`config.mk`:
```
export PLATFORM = sky130hd
export DESIGN_NAME = instr_decoder
export DESIGN_NICKNAME = d
export VERILOG_FILES = /design/src/rtl/decoder_pkg.sv /design/src/rtl/instr_imm_gen.sv /design/src/rtl/instr_decoder.sv
export SDC_FILE = /design/constraint.sdc
export NUM_CORES = 1
export LEC_CHECK = 0
export CORE_MARGIN = 5
export CORE_UTILIZATION = 48
export CTS_CLUSTER_DIAMETER = 120
export CTS_CLUSTER_SIZE = 12
export DETAILED_ROUTE_END_ITERATION = 10
export GPL_TIMING_DRIVEN = 0
export PLACE_DENSITY = 0.88
export REMOVE_ABC_BUFFERS = 1
export SLEW_MARGIN = 20
export SYNTH_ARGS = -nofsm -noshare
export SYNTH_HDL_FRONTEND = slang
export SYNTH_SLANG_ARGS = --single-unit
```
`constraint.sdc`:
```
create_clock -name clk -period 2.7 [get_ports clk]
set_clock_uncertainty 0.15 [all_clocks]
set_input_delay 0.54 -clock clk [delete_from_list [all_inputs] [get_ports clk]]
set_output_delay 0.54 -clock clk [all_outputs]
set_load 0.1 [all_outputs]
```
`src/rtl/decoder_pkg.sv`:
```
// rtl/decoder_pkg.sv - Shared widths, RV32I opcodes and optype codes for the ID-stage decoder
//
// Purpose: single source of truth for the decoder's field widths, the major
// opcode constants and the optype numbering seen by the dispatcher, the
// load-store buffer and the ROB.
// Ports: none (package).
package decoder_pkg;

  localparam int OPTYPE_W = 6;
  localparam int REG_W    = 5;
  localparam int XLEN     = 32;

  localparam logic [6:0] OPC_LUI    = 7'b0110111;
  localparam logic [6:0] OPC_AUIPC  = 7'b0010111;
  localparam logic [6:0] OPC_JAL    = 7'b1101111;
  localparam logic [6:0] OPC_JALR   = 7'b1100111;
  localparam logic [6:0] OPC_BRANCH = 7'b1100011;
  localparam logic [6:0] OPC_LOAD   = 7'b0000011;
  localparam logic [6:0] OPC_STORE  = 7'b0100011;
  localparam logic [6:0] OPC_OPIMM  = 7'b0010011;
  localparam logic [6:0] OPC_OP     = 7'b0110011;

  typedef enum logic [OPTYPE_W-1:0] {
    OP_NOP   = 6'd0,  OP_LUI  = 6'd1,  OP_AUIPC = 6'd2,  OP_JAL  = 6'd3,
    OP_JALR  = 6'd4,  OP_BEQ  = 6'd5,  OP_BNE   = 6'd6,  OP_BLT  = 6'd7,
    OP_BGE   = 6'd8,  OP_BLTU = 6'd9,  OP_BGEU  = 6'd10, OP_LB   = 6'd11,
    OP_LH    = 6'd12, OP_LW   = 6'd13, OP_LBU   = 6'd14, OP_LHU  = 6'd15,
    OP_SB    = 6'd16, OP_SH   = 6'd17, OP_SW    = 6'd18, OP_ADDI = 6'd19,
    OP_SLTI  = 6'd20, OP_SLTIU= 6'd21, OP_XORI  = 6'd22, OP_ORI  = 6'd23,
    OP_ANDI  = 6'd24, OP_SLLI = 6'd25, OP_SRLI  = 6'd26, OP_SRAI = 6'd27,
    OP_ADD   = 6'd28, OP_SUB  = 6'd29, OP_SLL   = 6'd30, OP_SLT  = 6'd31,
    OP_SLTU  = 6'd32, OP_XOR  = 6'd33, OP_SRL   = 6'd34, OP_SRA  = 6'd35,
    OP_OR    = 6'd36, OP_AND  = 6'd37
  } optype_e;

endpackage

```
`src/rtl/instr_imm_gen.sv`:
```
// rtl/instr_imm_gen.sv - Combinational RV32I immediate generator selected by opcode
//
// Purpose: builds the immediate for every instruction format from the raw
// instruction word. Unrecognised opcodes and R-type yield 0.
// Ports:
//   instr_i  in  XLEN  raw instruction
//   imm_o    out XLEN  sign/zero-extended immediate
module instr_imm_gen
  import decoder_pkg::*;
(
  input  logic [XLEN-1:0] instr_i,
  output logic [XLEN-1:0] imm_o
);

  logic [2:0] funct3;
  assign funct3 = instr_i[14:12];

  always_comb begin
    imm_o = '0;
    case (instr_i[6:0])
      OPC_LUI, OPC_AUIPC: imm_o = {instr_i[31:12], 12'b0};
      OPC_JAL:            imm_o = {{12{instr_i[31]}}, instr_i[19:12], instr_i[20],
                                   instr_i[30:21], 1'b0};
      OPC_JALR, OPC_LOAD: imm_o = {{20{instr_i[31]}}, instr_i[31:20]};
      OPC_STORE:          imm_o = {{20{instr_i[31]}}, instr_i[31:25], instr_i[11:7]};
      OPC_BRANCH:         imm_o = {{19{instr_i[31]}}, instr_i[31], instr_i[7],
                                   instr_i[30:25], instr_i[11:8], 1'b0};
      OPC_OPIMM: begin
        // Shift amounts live in the low immediate bits and are never signed.
        if (funct3 == 3'b001 || funct3 == 3'b101)
          imm_o = {27'b0, instr_i[24:20]};
        else
          imm_o = {{20{instr_i[31]}}, instr_i[31:20]};
      end
      default:            imm_o = '0;
    endcase
  end

endmodule

```
`src/rtl/instr_decoder.sv`:
```
// rtl/instr_decoder.sv - Registered RV32I instruction decoder (ID stage)
//
// Purpose: splits an instruction into optype, register indices and immediate,
// flags loads/stores and conditional branches. 1-cycle registered latency.
// Optional feature: DECODER_ILLEGAL_EN registers is_illegal; otherwise it is 0.
// Ports:
//   clk, rst (sync, active-high), rdy (low = hold all outputs)
//   valid_in, instr           - incoming instruction
//   valid_out, is_ls, is_jump - qualifiers / routing flags
//   optype, rd, rs1, rs2, imm - decoded fields
//   is_illegal                - unknown encoding flag
module instr_decoder
  import decoder_pkg::*;
(
  input  logic                clk,
  input  logic                rst,
  input  logic                rdy,
  input  logic                valid_in,
  input  logic [XLEN-1:0]     instr,
  output logic                valid_out,
  output logic                is_ls,
  output logic                is_jump,
  output logic [OPTYPE_W-1:0] optype,
  output logic [REG_W-1:0]    rd,
  output logic [REG_W-1:0]    rs1,
  output logic [REG_W-1:0]    rs2,
  output logic [XLEN-1:0]     imm,
  output logic                is_illegal
);

  logic [6:0] opcode, funct7;
  logic [2:0] funct3;
  assign opcode = instr[6:0];
  assign funct3 = instr[14:12];
  assign funct7 = instr[31:25];

  optype_e             optype_d;
  logic                use_rd, use_rs1, use_rs2;
  logic [XLEN-1:0]     gen_imm;
  logic [XLEN-1:0]     imm_d;
  logic [REG_W-1:0]    rd_d, rs1_d, rs2_d;
  logic                is_ls_d, is_jump_d;

  logic                valid_q, is_ls_q, is_jump_q;
  logic [OPTYPE_W-1:0] optype_q;
  logic [REG_W-1:0]    rd_q, rs1_q, rs2_q;
  logic [XLEN-1:0]     imm_q;

  instr_imm_gen u_imm_gen (
    .instr_i (instr),
    .imm_o   (gen_imm)
  );

  // OP_NOP never results from a legal decode, so it doubles as the unknown marker.
  always_comb begin
    optype_d = OP_NOP;
    use_rd   = 1'b0;
    use_rs1  = 1'b0;
    use_rs2  = 1'b0;
    case (opcode)
      OPC_LUI:   begin optype_d = OP_LUI;   use_rd = 1'b1; end
      OPC_AUIPC: begin optype_d = OP_AUIPC; use_rd = 1'b1; end
      OPC_JAL:   begin optype_d = OP_JAL;   use_rd = 1'b1; end
      OPC_JALR: if (funct3 == 3'b000) begin
        optype_d = OP_JALR; use_rd = 1'b1; use_rs1 = 1'b1;
      end
      OPC_BRANCH: begin
        case (funct3)
          3'b000: optype_d = OP_BEQ;
          3'b001: optype_d = OP_BNE;
          3'b100: optype_d = OP_BLT;
          3'b101: optype_d = OP_BGE;
          3'b110: optype_d = OP_BLTU;
          3'b111: optype_d = OP_BGEU;
          default: optype_d = OP_NOP;
        endcase
        use_rs1 = (optype_d != OP_NOP);
        use_rs2 = (optype_d != OP_NOP);
      end
      OPC_LOAD: begin
        case (funct3)
          3'b000: optype_d = OP_LB;
          3'b001: optype_d = OP_LH;
          3'b010: optype_d = OP_LW;
          3'b100: optype_d = OP_LBU;
          3'b101: optype_d = OP_LHU;
          default: optype_d = OP_NOP;
        endcase
        use_rd  = (optype_d != OP_NOP);
        use_rs1 = (optype_d != OP_NOP);
      end
      OPC_STORE: begin
        case (funct3)
          3'b000: optype_d = OP_SB;
          3'b001: optype_d = OP_SH;
          3'b010: optype_d = OP_SW;
          default: optype_d = OP_NOP;
        endcase
        use_rs1 = (optype_d != OP_NOP);
        use_rs2 = (optype_d != OP_NOP);
      end
      OPC_OPIMM: begin
        case (funct3)
          3'b000: optype_d = OP_ADDI;
          3'b010: optype_d = OP_SLTI;
          3'b011: optype_d = OP_SLTIU;
          3'b100: optype_d = OP_XORI;
          3'b110: optype_d = OP_ORI;
          3'b111: optype_d = OP_ANDI;
          3'b001: if (funct7 == 7'h00 || funct7 == 7'h20) optype_d = OP_SLLI;
          3'b101: begin
            if (funct7 == 7'h00)      optype_d = OP_SRLI;
            else if (funct7 == 7'h20) optype_d = OP_SRAI;
          end
          default: optype_d = OP_NOP;
        endcase
        use_rd  = (optype_d != OP_NOP);
        use_rs1 = (optype_d != OP_NOP);
      end
      OPC_OP: begin
        // Only funct7[5] is consulted, and only for SUB/SRA.
        case (funct3)
          3'b000: optype_d = funct7[5] ? OP_SUB : OP_ADD;
          3'b001: optype_d = OP_SLL;
          3'b010: optype_d = OP_SLT;
          3'b011: optype_d = OP_SLTU;
          3'b100: optype_d = OP_XOR;
          3'b101: optype_d = funct7[5] ? OP_SRA : OP_SRL;
          3'b110: optype_d = OP_OR;
          default: optype_d = OP_AND;
        endcase
        use_rd = 1'b1; use_rs1 = 1'b1; use_rs2 = 1'b1;
      end
      default: optype_d = OP_NOP;
    endcase
  end

  assign rd_d      = use_rd  ? instr[11:7]  : '0;
  assign rs1_d     = use_rs1 ? instr[19:15] : '0;
  assign rs2_d     = use_rs2 ? instr[24:20] : '0;
  assign imm_d     = (optype_d == OP_NOP) ? '0 : gen_imm;
  assign is_ls_d   = (optype_d >= OP_LB)  && (optype_d <= OP_SW);
  assign is_jump_d = (optype_d >= OP_BEQ) && (optype_d <= OP_BGEU);

  always_ff @(posedge clk) begin
    if (rst) begin
      valid_q   <= 1'b0;
      is_ls_q   <= 1'b0;
      is_jump_q <= 1'b0;
      optype_q  <= '0;
      rd_q      <= '0;
      rs1_q     <= '0;
      rs2_q     <= '0;
      imm_q     <= '0;
    end else if (rdy) begin
      valid_q   <= valid_in;
      is_ls_q   <= is_ls_d;
      is_jump_q <= is_jump_d;
      optype_q  <= optype_d;
      rd_q      <= rd_d;
      rs1_q     <= rs1_d;
      rs2_q     <= rs2_d;
      imm_q     <= imm_d;
    end
  end

  assign valid_out = valid_q;
  assign is_ls     = is_ls_q;
  assign is_jump   = is_jump_q;
  assign optype    = optype_q;
  assign rd        = rd_q;
  assign rs1       = rs1_q;
  assign rs2       = rs2_q;
  assign imm       = imm_q;

`ifdef DECODER_ILLEGAL_EN
  logic illegal_d, illegal_q;
  assign illegal_d = (optype_d == OP_NOP);

  always_ff @(posedge clk) begin
    if (rst)      illegal_q <= 1'b0;
    else if (rdy) illegal_q <= illegal_d;
  end

  assign is_illegal = illegal_q;
`else
  assign is_illegal = 1'b0;
`endif

endmodule

```
# Word-level counts from Yosys, hierarchy flattened
# Index checks and enable logic that the tools add are counted.
# totals
regBits	56
inputBits	36
elab_cells	69
output_inout_bits	57
# classes
n_reduce_logical	14
eq_ne	17
muxes	26
magnitude_cmp	4
# ops
cell	n
$pmux 32 s6	1
$mux 32	2
$pmux 6 s9	1
$pmux 6 s8	1
$pmux 6 s7	1
$mux 5	6
$eq 7x6->1 const B	4
$mux 6	4
$pmux 4 s6	1
$reduce_bool 6->1	4
$eq 7x7->1 const B	3
$pmux 4 s5	1
$pmux 5 s3	1
$eq 7x5->1 const B	2
$eq 3x3->1 const B	4
$eq 7x2->1 const B	1
$logic_not 7->1	1
$eq 3x2->1 const B	2
$ge 6x3->1 const B	1
$ge 6x4->1 const B	1
$le 6x4->1 const B	1
$le 6x5->1 const B	1
$logic_not 6->1	1
$pmux 1 s6	1
other kinds (10)	15

# Longest topological paths before layout
# Gate-level depths: netlist of the first run.
# logic_depth
ltp_word	8
depth_mapped	10
depth_no_buf	7

# Cells and area by module
# Synthesis of the first run repeated with hierarchy kept, for this count alone.
# hier_totals
cells_unflattened	351
hier_area_um2	3085.5
# by_module_without_submodules
mod	n_inst	cells_each	area_per_inst_um2
instr_decoder	1	273	2555.0
instr_imm_gen	1	78	530.5

# Least setup slack after synthesis of the first run
# Ideal clock, no wire load.
# synth_path
kind	in2reg
start	input port instr[2]
end	register imm_q[11] (netlist: imm[11])
path_slack_ns	0.177
arrival_time_ns	2.304
required_ns	2.482
path_stages	8
path_buffers	1
cell_sequence	maj3_2 > or4_4 > o211a_2 > nor4b_4 > a311oi_4 > buf_6 > nand2_2 > a21oi_2
# synth_between
elab_chain_len	4
# synth_lines
element	line	source
from (decl)	instr_decoder.sv:19	input logic [XLEN-1:0] instr,
$eq 7x6->1 (tied with other cells)	instr_decoder.sv:60	case (opcode)
$pmux 6 s9 or $reduce_or 2->1 (tied branches)	instr_decoder.sv:60, instr_imm_gen.sv:20	
$logic_not 6->1 or $pmux 32 s6 (tied branches)	instr_decoder.sv:141, instr_imm_gen.sv:20	
$mux 32 *	instr_decoder.sv:141	assign imm_d = (optype_d == OP_NOP) ? '0 : gen_imm;
to (signal assigned)	instr_decoder.sv:163	imm_q <= imm_d;
to (decl)	instr_decoder.sv:47	logic [XLEN-1:0] imm_q;
# Mark *: on every way between the ends. The rest lies on a longest branch, timed or not.
# A chain may end at the register's enable or synchronous reset.

# Worst setup path after layout of the first run
# layout_path
start	input port instr[29]
end	register imm_q[25] (netlist: imm[25])
# layout_between
elab_chain_len	8
# layout_lines
element	line	source
$eq 7x6->1 or $logic_not 7->1 (tied branches)	instr_decoder.sv:110, instr_decoder.sv:113, instr_decoder.sv:112	
$mux 5 or $logic_or 1x1->1 (tied branches)	instr_decoder.sv:113, instr_decoder.sv:110	
$mux 5 (on tied branches)	instr_decoder.sv:112, instr_decoder.sv:110	
$pmux 6 s8 *	instr_decoder.sv:103	case (funct3)
$mux 6 *	instr_decoder.sv:60	
$pmux 6 s9 *	instr_decoder.sv:60	
$logic_not 6->1 *	instr_decoder.sv:141	
$mux 32 *	instr_decoder.sv:141	
# Mark *: on every way between the ends. The rest lies on a longest branch, timed or not. The select of a mux whose other input is x is not followed.

==> flow_summary_export.csv, run 1 <==
group,metric,value,unit
run_status,outcome,"completed",
clocking,worst_setup_hold_path_clk_slew,100,ps
synthesis,synth_async_sr_flop_share,0,%
synthesis,postSynth.topFlopCell,"sky130_fd_sc_hd__dfxtp_1",
floorplanning,num_rows,30,
placed_design,portBuffers,91,
synthesis,post_synthesis_mux_area_share,0.657,%
finish,share_of_post_route_cells_with_drive_strength_above_1,15.8,%
critical_path,timing.critical_path.fanout_max,17,
power_and_ir_drop,ir_drop,277,µV
synthesis,synthDominantCellAreaShare,34.6,%
synthesis,synth-seq-area-share,34.6,%
finish,layout_commonest_cell,"sky130_fd_sc_hd__clkdlybuf4s50_1",
placed_design,gp_congestion,0.915,
global_route,grt_max_degree,44,
synthesis,synthesized_area_fraction_occupied_by_ao_oa_aoi_and_oai_cells,32.4,%
critical_path,start_kind,"input port",
routing,route.antenna.remaining_nets,0,
run,max-cap-violations,0,
routing,drc,0,
placed_design,detailedPlacementHpwl,6780,µm
power_and_ir_drop,fin_total_pwr,1.61,mW
global_route,grt_antenna_before_repair,1,
finish,nets,515,
critical_path,cp.arrival,2670,ps
clocking,clock_sink_count,56,
synthesis,syn_area_per_cell,8.11,µm²
synthesis,count_of_flip_flops_with_a_built_in_enable_after_synthesis,0,
synthesis,synthesis.instances,399,
timing,timing.final.max_slew_violations,0,
timing,finalCriticalPeriod,2630,ps
clocking,numCtsBuffers,5,
routing,routed_wl,9620,µm
finish,top_library_cells_by_usage_in_the_layout_fill_and_taps_aside,"74 x sky130_fd_sc_hd__clkdlybuf4s50_1, 56 x sky130_fd_sc_hd__dfxtp_1, 54 x sky130_fd_sc_hd__nand2_1",
synthesis,syn-cell-area,0.00324,mm²
critical_path,r2r_start,"is_ls",
power_and_ir_drop,power_density,371,mW/mm²
floorplanning,fp.coreArea,0.00668,mm²
critical_path,reg2reg_slack,1750,ps
timing,timing.final.crit_share,97.4,%
clocking,clk_latency,320,ps
routing,initialDrtViolationCount,397,
floorplanning,horizontal_extent_of_the_die,92.1,µm
global_route,wire_length_of_the_first_global_routing_pass,15700,µm
synthesis,count_of_synthesis_stage_warnings_from_yosys,0,
timing,worst_max_slew_pin_slew,1000,ps
placed_design,postPlaceCellArea,0.00412,mm²
timing,timing.final.hold_violations,0,
timing,max_clock_freq,380,MHz
global_route,grtUsageTotal,22.2,%
clocking,ctsHoldBuffers,0,
synthesis,dominant_combinational_cell_family_by_area_after_synthesis,"compound AO/OA/AOI/OAI gates",
clocking,root_buffer,"sky130_fd_sc_hd__clkbuf_8",
critical_path,critPathLaunch,"instr[29]",
synthesis,synth-adder-area-share,0.348,%
finish,area_growth_syn_to_layout,34.6,%
power_and_ir_drop,power_leakage,1.57,nW
timing,setup_viol,0,
min_path,hold_class,"reg2reg",
floorplanning,die_h,92.1,µm
floorplanning,floorplan.die_area,0.00848,mm²
floorplanning,initial_utilization,48.4,%
clocking,cts-htree-levels,2,
synthesis,synth-simple-area-share,24.6,%
clocking,ctsLongestPathBuffers,2,
routing,drt_first_pass_iters,5,
synthesis,ys_top_cells_by_area,"sky130_fd_sc_hd__dfxtp_1 35%, sky130_fd_sc_hd__nand2_1 6.4%, sky130_fd_sc_hd__a21oi_1 5.4%",
synthesis,yosys.area.top_type,"sky130_fd_sc_hd__dfxtp_1",
global_route,grt_remaining_overflow,0,
routing,overall_via_count_from_detail_route,3349,
routing,route.detailed.vias_per_inst,5.97,
routing,post_drt_wl_per_cell,17.2,µm
synthesis,ys_seq_elements,56,
critical_path,cp-end-kind,"flip-flop",
synthesis,ys_types,67,
finish,fillCellCount,561,
critical_path,timing.setup.critical_path_class,"in2reg",
global_route,number_of_global_route_vias_before_repair,3206,
timing,tns,0,ps
floorplanning,ioPinCount,93,
synthesis,synthXorXnorAreaFrac,0.541,%
clocking,cts_tree,"done",
min_path,startpoint_of_the_lowest_slack_hold_path,"is_jump",
critical_path,worst-endpoint-required,2740,ps
finish,final_cell_area,0.00436,mm²
timing,slew-limit-headroom,32.8,%
[final timing paths]
path / endpoint / cells after the start
worst max-delay path: imm[25] / 9
worst min-delay path: is_jump / 2
worst max register to register: is_ls / 2
worst min register to register: is_jump / 2
[power breakdown]
group	total (mW)	internal (mW)	leakage, nW	switching (mW)
Clock	0.469	0.186	0.0456	0.283
Sequential	0.836	0.832	0.452	0.00352
Combinational	0.309	0.103	1.08	0.206
[timing repair]
action | 4_1_cts | 5_1_grt
gates cloned | 0 | 0
endpoints found under the setup margin | 54 | 31
setup buffers | 8 | 3
pin swaps | 8 | 6
resized for setup | 59 | 3
[worst max-delay path, stage by stage]
cell                              delay (ps)
sky130_fd_sc_hd__clkdlybuf4s50_1         580
sky130_fd_sc_hd__nor2_4                   90
sky130_fd_sc_hd__a31oi_1                 250
sky130_fd_sc_hd__o41ai_2                 120
sky130_fd_sc_hd__nor3b_4                 390
sky130_fd_sc_hd__buf_4                   200
sky130_fd_sc_hd__nand3_4                 170
sky130_fd_sc_hd__a21bo_2                 260
sky130_fd_sc_hd__a21oi_1                  60
[cells in the mapped netlist (10+ instances only)]
| master | instances |
|---|---|
| sky130_fd_sc_hd__a21oi_2 | 10 |
| sky130_fd_sc_hd__a21oi_1 | 35 |
| sky130_fd_sc_hd__nand3_1 | 14 |
| sky130_fd_sc_hd__nand2_2 | 11 |
| sky130_fd_sc_hd__buf_2 | 10 |
| sky130_fd_sc_hd__inv_1 | 14 |
| sky130_fd_sc_hd__nand2_1 | 55 |
| sky130_fd_sc_hd__o21ai_0 | 13 |
| sky130_fd_sc_hd__clkbuf_1 | 14 |
| sky130_fd_sc_hd__nor2_1 | 31 |
| sky130_fd_sc_hd__a22oi_1 | 17 |
| sky130_fd_sc_hd__dfxtp_1 | 56 |
[kinds of logic (layout without fill, tap and decap cells)]
group / Yosys count / in the layout
mux: 2 / 2
buf+inv: 45 / 126
compound gates: 140 / 140
flops: 56 / 56
other cells: 1 / 2
simple gates: 152 / 152
xor+xnor: 2 / 2
fa+ha+maj: 1 / 1
[per-stage QoR]
stage	instances	hold slack [ps]	utilization [%]	setup slack, ps
final	561	296	65.2	68.9
after CTS	557	301	64.6	5.81
after detailed placement	541	284	61.6	-1510
after global routing	561	337	65.2	-10.8
after floorplan	369	452	-	-80.9
after global placement	540	280	61.2	-2080
[state kept, by name, indices dropped and copies added, names as in the netlist]
name       flops
imm           32
is_jump        1
is_ls          1
optype         6
rd             5
rs1            5
rs2            5
valid_out      1
[metal layers]
| metal | GRT usage, % | vias to the layer above | wire, µm |
|---|---|---|---|
| li1 | - | 1602 | - |
| met4 | 5.07 | 0 | 148 |
| met1 | 27.4 | 1588 | 3940 |
| met3 | 5.91 | 14 | 772 |
| met5 | 0 | - | 0 |
| met2 | 38.6 | 145 | 4760 |
[layout make-up]
cell class / count / area, µm² / area share [%]
flip-flops and latches: 56 / 1120 / 25.7
inverters: 15 / 61.3 / 1.41
well taps: 80 / 100 / 2.30
diodes: 1 / 2.50 / 0.0575
clock buffers: 6 / 72.6 / 1.67
multi-input cells: 298 / 1990 / 45.6
repair buffers: 103 / 998 / 22.9
clock inverters: 2 / 13.8 / 0.316
(Power assumes the default switching activity.)
==> inputs of run 2 (changes only) <==
- GPL_ROUTABILITY_DRIVEN: not set -> 0
- RECOVER_POWER: not set -> 50
==> run 2 against run 1 <==
Effect of this change: sequential share of layout area grew 0.16 points; highest routed layer unchanged; final cell count shrank 0.71%; worst hold slack gained 4.1 ps; via count is essentially flat; critical path depth grew 1; maximum frequency grew 0.15%; largest cell class unchanged; sequential cell count is the same.
==> flow_summary_export.csv, run 2 (synthesis gave the netlist of run 1 again) <==
group,metric,value,unit
power_and_ir_drop,ir_drop,204,µV
critical_path,timing.critical_path.fanout_max,8,
global_route,grt_use_met2,37.8,%
timing,finalCriticalPeriod,2630,ps
power_and_ir_drop,power_leakage,1.56,nW
timing,slew-limit-headroom,31.5,%
finish,top_library_cells_by_usage_in_the_layout_fill_and_taps_aside,"74 x sky130_fd_sc_hd__clkdlybuf4s50_1, 56 x sky130_fd_sc_hd__dfxtp_1, 54 x sky130_fd_sc_hd__nand2_1",
critical_path,timing.setup.critical_path_class,"in2reg",
clocking,worst_setup_hold_path_clk_slew,100,ps
global_route,wire_length_of_the_first_global_routing_pass,15600,µm
timing,timing.final.max_slew_violations,0,
floorplanning,horizontal_extent_of_the_die,92.1,µm
power_and_ir_drop,fin_total_pwr,1.62,mW
routing,post_drt_wl_per_cell,17.5,µm
finish,number_of_flip_flops_under_the_largest_register_name,32,
floorplanning,floorplan.die_area,0.00848,mm²
critical_path,cp-end-kind,"flip-flop",
global_route,grt_remaining_overflow,0,
clocking,ctsLongestPathBuffers,2,
run,max-cap-violations,0,
global_route,grt_busiest_layer,"met2",
run_status,outcome,"completed",
routing,route.detailed.vias_per_inst,6.01,
power_and_ir_drop,power_density,374,mW/mm²
finish,fillCellCount,549,
critical_path,cp.arrival,2730,ps
clocking,numCtsBuffers,5,
global_route,global_route.usage.met3,6.07,%
clocking,cts_tree,"done",
min_path,hold_class,"reg2reg",
critical_path,start_kind,"input port",
global_route,grtUsageTotal,22.3,%
timing,setup_ws,72.8,ps
clocking,clk_latency,310,ps
routing,routed_wl,9760,µm
finish,nets,511,
placed_design,portBuffers,91,
floorplanning,fp.coreArea,0.00668,mm²
clocking,cts-htree-levels,2,
routing,drt_first_pass_iters,5,
global_route,grt_antenna_before_repair,1,
timing,timing.final.crit_share,97.3,%
finish,fin_util,64.8,%
finish,final_cell_area,0.00433,mm²
global_route,use_met1,27.1,%
routing,route.antenna.remaining_nets,0,
critical_path,worst-endpoint-required,2800,ps
placed_design,postPlaceCellArea,0.00411,mm²
clocking,ctsHoldBuffers,0,
finish,share_of_post_route_cells_with_drive_strength_above_1,15.8,%
timing,worst_max_slew_pin_slew,1020,ps
timing,setup_viol,0,
floorplanning,die_h,92.1,µm
placed_design,detailedPlacementHpwl,6930,µm
floorplanning,ioPinCount,93,
finish,area_growth_syn_to_layout,33.8,%
routing,overall_via_count_from_detail_route,3348,
global_route,number_of_global_route_vias_before_repair,3212,
finish,layout_commonest_cell,"sky130_fd_sc_hd__clkdlybuf4s50_1",
floorplanning,initial_utilization,48.4,%
timing,whs,300,ps
placed_design,dpl_worst_slack,-1520,ps
timing,timing.final.hold_violations,0,
floorplanning,num_rows,30,
timing,max_clock_freq,381,MHz
timing,rsz0062_at_grt,"yes",
routing,drc,0,
clocking,root_buffer,"sky130_fd_sc_hd__clkbuf_8",
routing,initialDrtViolationCount,445,
clocking,clock_sink_count,56,
global_route,grt_max_degree,44,
-- run 2: cell count changes in the layout (fill, tap and decap cells not counted), sizes merged --
cell          delta
clkbuf           -1
buf              -3
clkinvlp         +1
dlymetal6s2s     +1
dlygate4sd2      -2
-- run 2: timing repair --
item,in CTS,in global routing
endpoints found under the setup margin,54,43
pin swaps,7,2
setup buffers,7,0
resized for setup,53,18
-- run 2: final timing paths --
check	start	end	slack (ps)	cells past startpoint
setup / recovery	instr[28]	imm[14]	70	10
hold / removal	is_jump	is_jump	300	2
setup reg to reg	is_ls	is_ls	1690	2
hold reg to reg	is_jump	is_jump	300	2
-- run 2: final cells by class --
cell class | count | area, µm² | area share (%)
diodes | 1 | 2.50 | 0.0578
clock buffers | 5 | 68.8 | 1.59
clock inverters | 3 | 21.3 | 0.491
inverters | 15 | 61.3 | 1.42
multi-input cells | 298 | 1990 | 45.9
flip-flops and latches | 56 | 1120 | 25.9
well taps | 80 | 100 | 2.31
repair buffers | 99 | 965 | 22.3
-- run 2: power breakdown --
part | internal [mW] | switching (mW) | total [mW] | leakage (nW)
Sequential | 0.832 | 0.00332 | 0.836 | 0.452
Clock | 0.185 | 0.290 | 0.475 | 0.0445
Combinational | 0.102 | 0.206 | 0.308 | 1.06
Total | 1.12 | 0.500 | 1.62 | 1.56
-- run 2: per-stage QoR --
step                setup TNS (ps)  std cells
floorplan                    -80.9        369
detailed placement          -57990        541
CTS                              0        556
global placement            -75700        540
global route                 -78.0        557
finish                           0        557
-- run 2: routing by layer --
layer	vias up	wire length [µm]
li1	1585	-
met1	1555	3930
met2	174	4740
met3	34	835
met4	0	259
met5	-	0
-- run 2: worst max-delay path, stage by stage --
cell and delay (ps):
sky130_fd_sc_hd__clkdlybuf4s15_1 250, sky130_fd_sc_hd__nor4_4 290, sky130_fd_sc_hd__buf_4 190, sky130_fd_sc_hd__a21oi_1 110
sky130_fd_sc_hd__a2111oi_4 410, sky130_fd_sc_hd__nor4b_4 130, sky130_fd_sc_hd__a311oi_4 400, sky130_fd_sc_hd__buf_6 200
sky130_fd_sc_hd__nand2_1 70, sky130_fd_sc_hd__a21oi_1 140
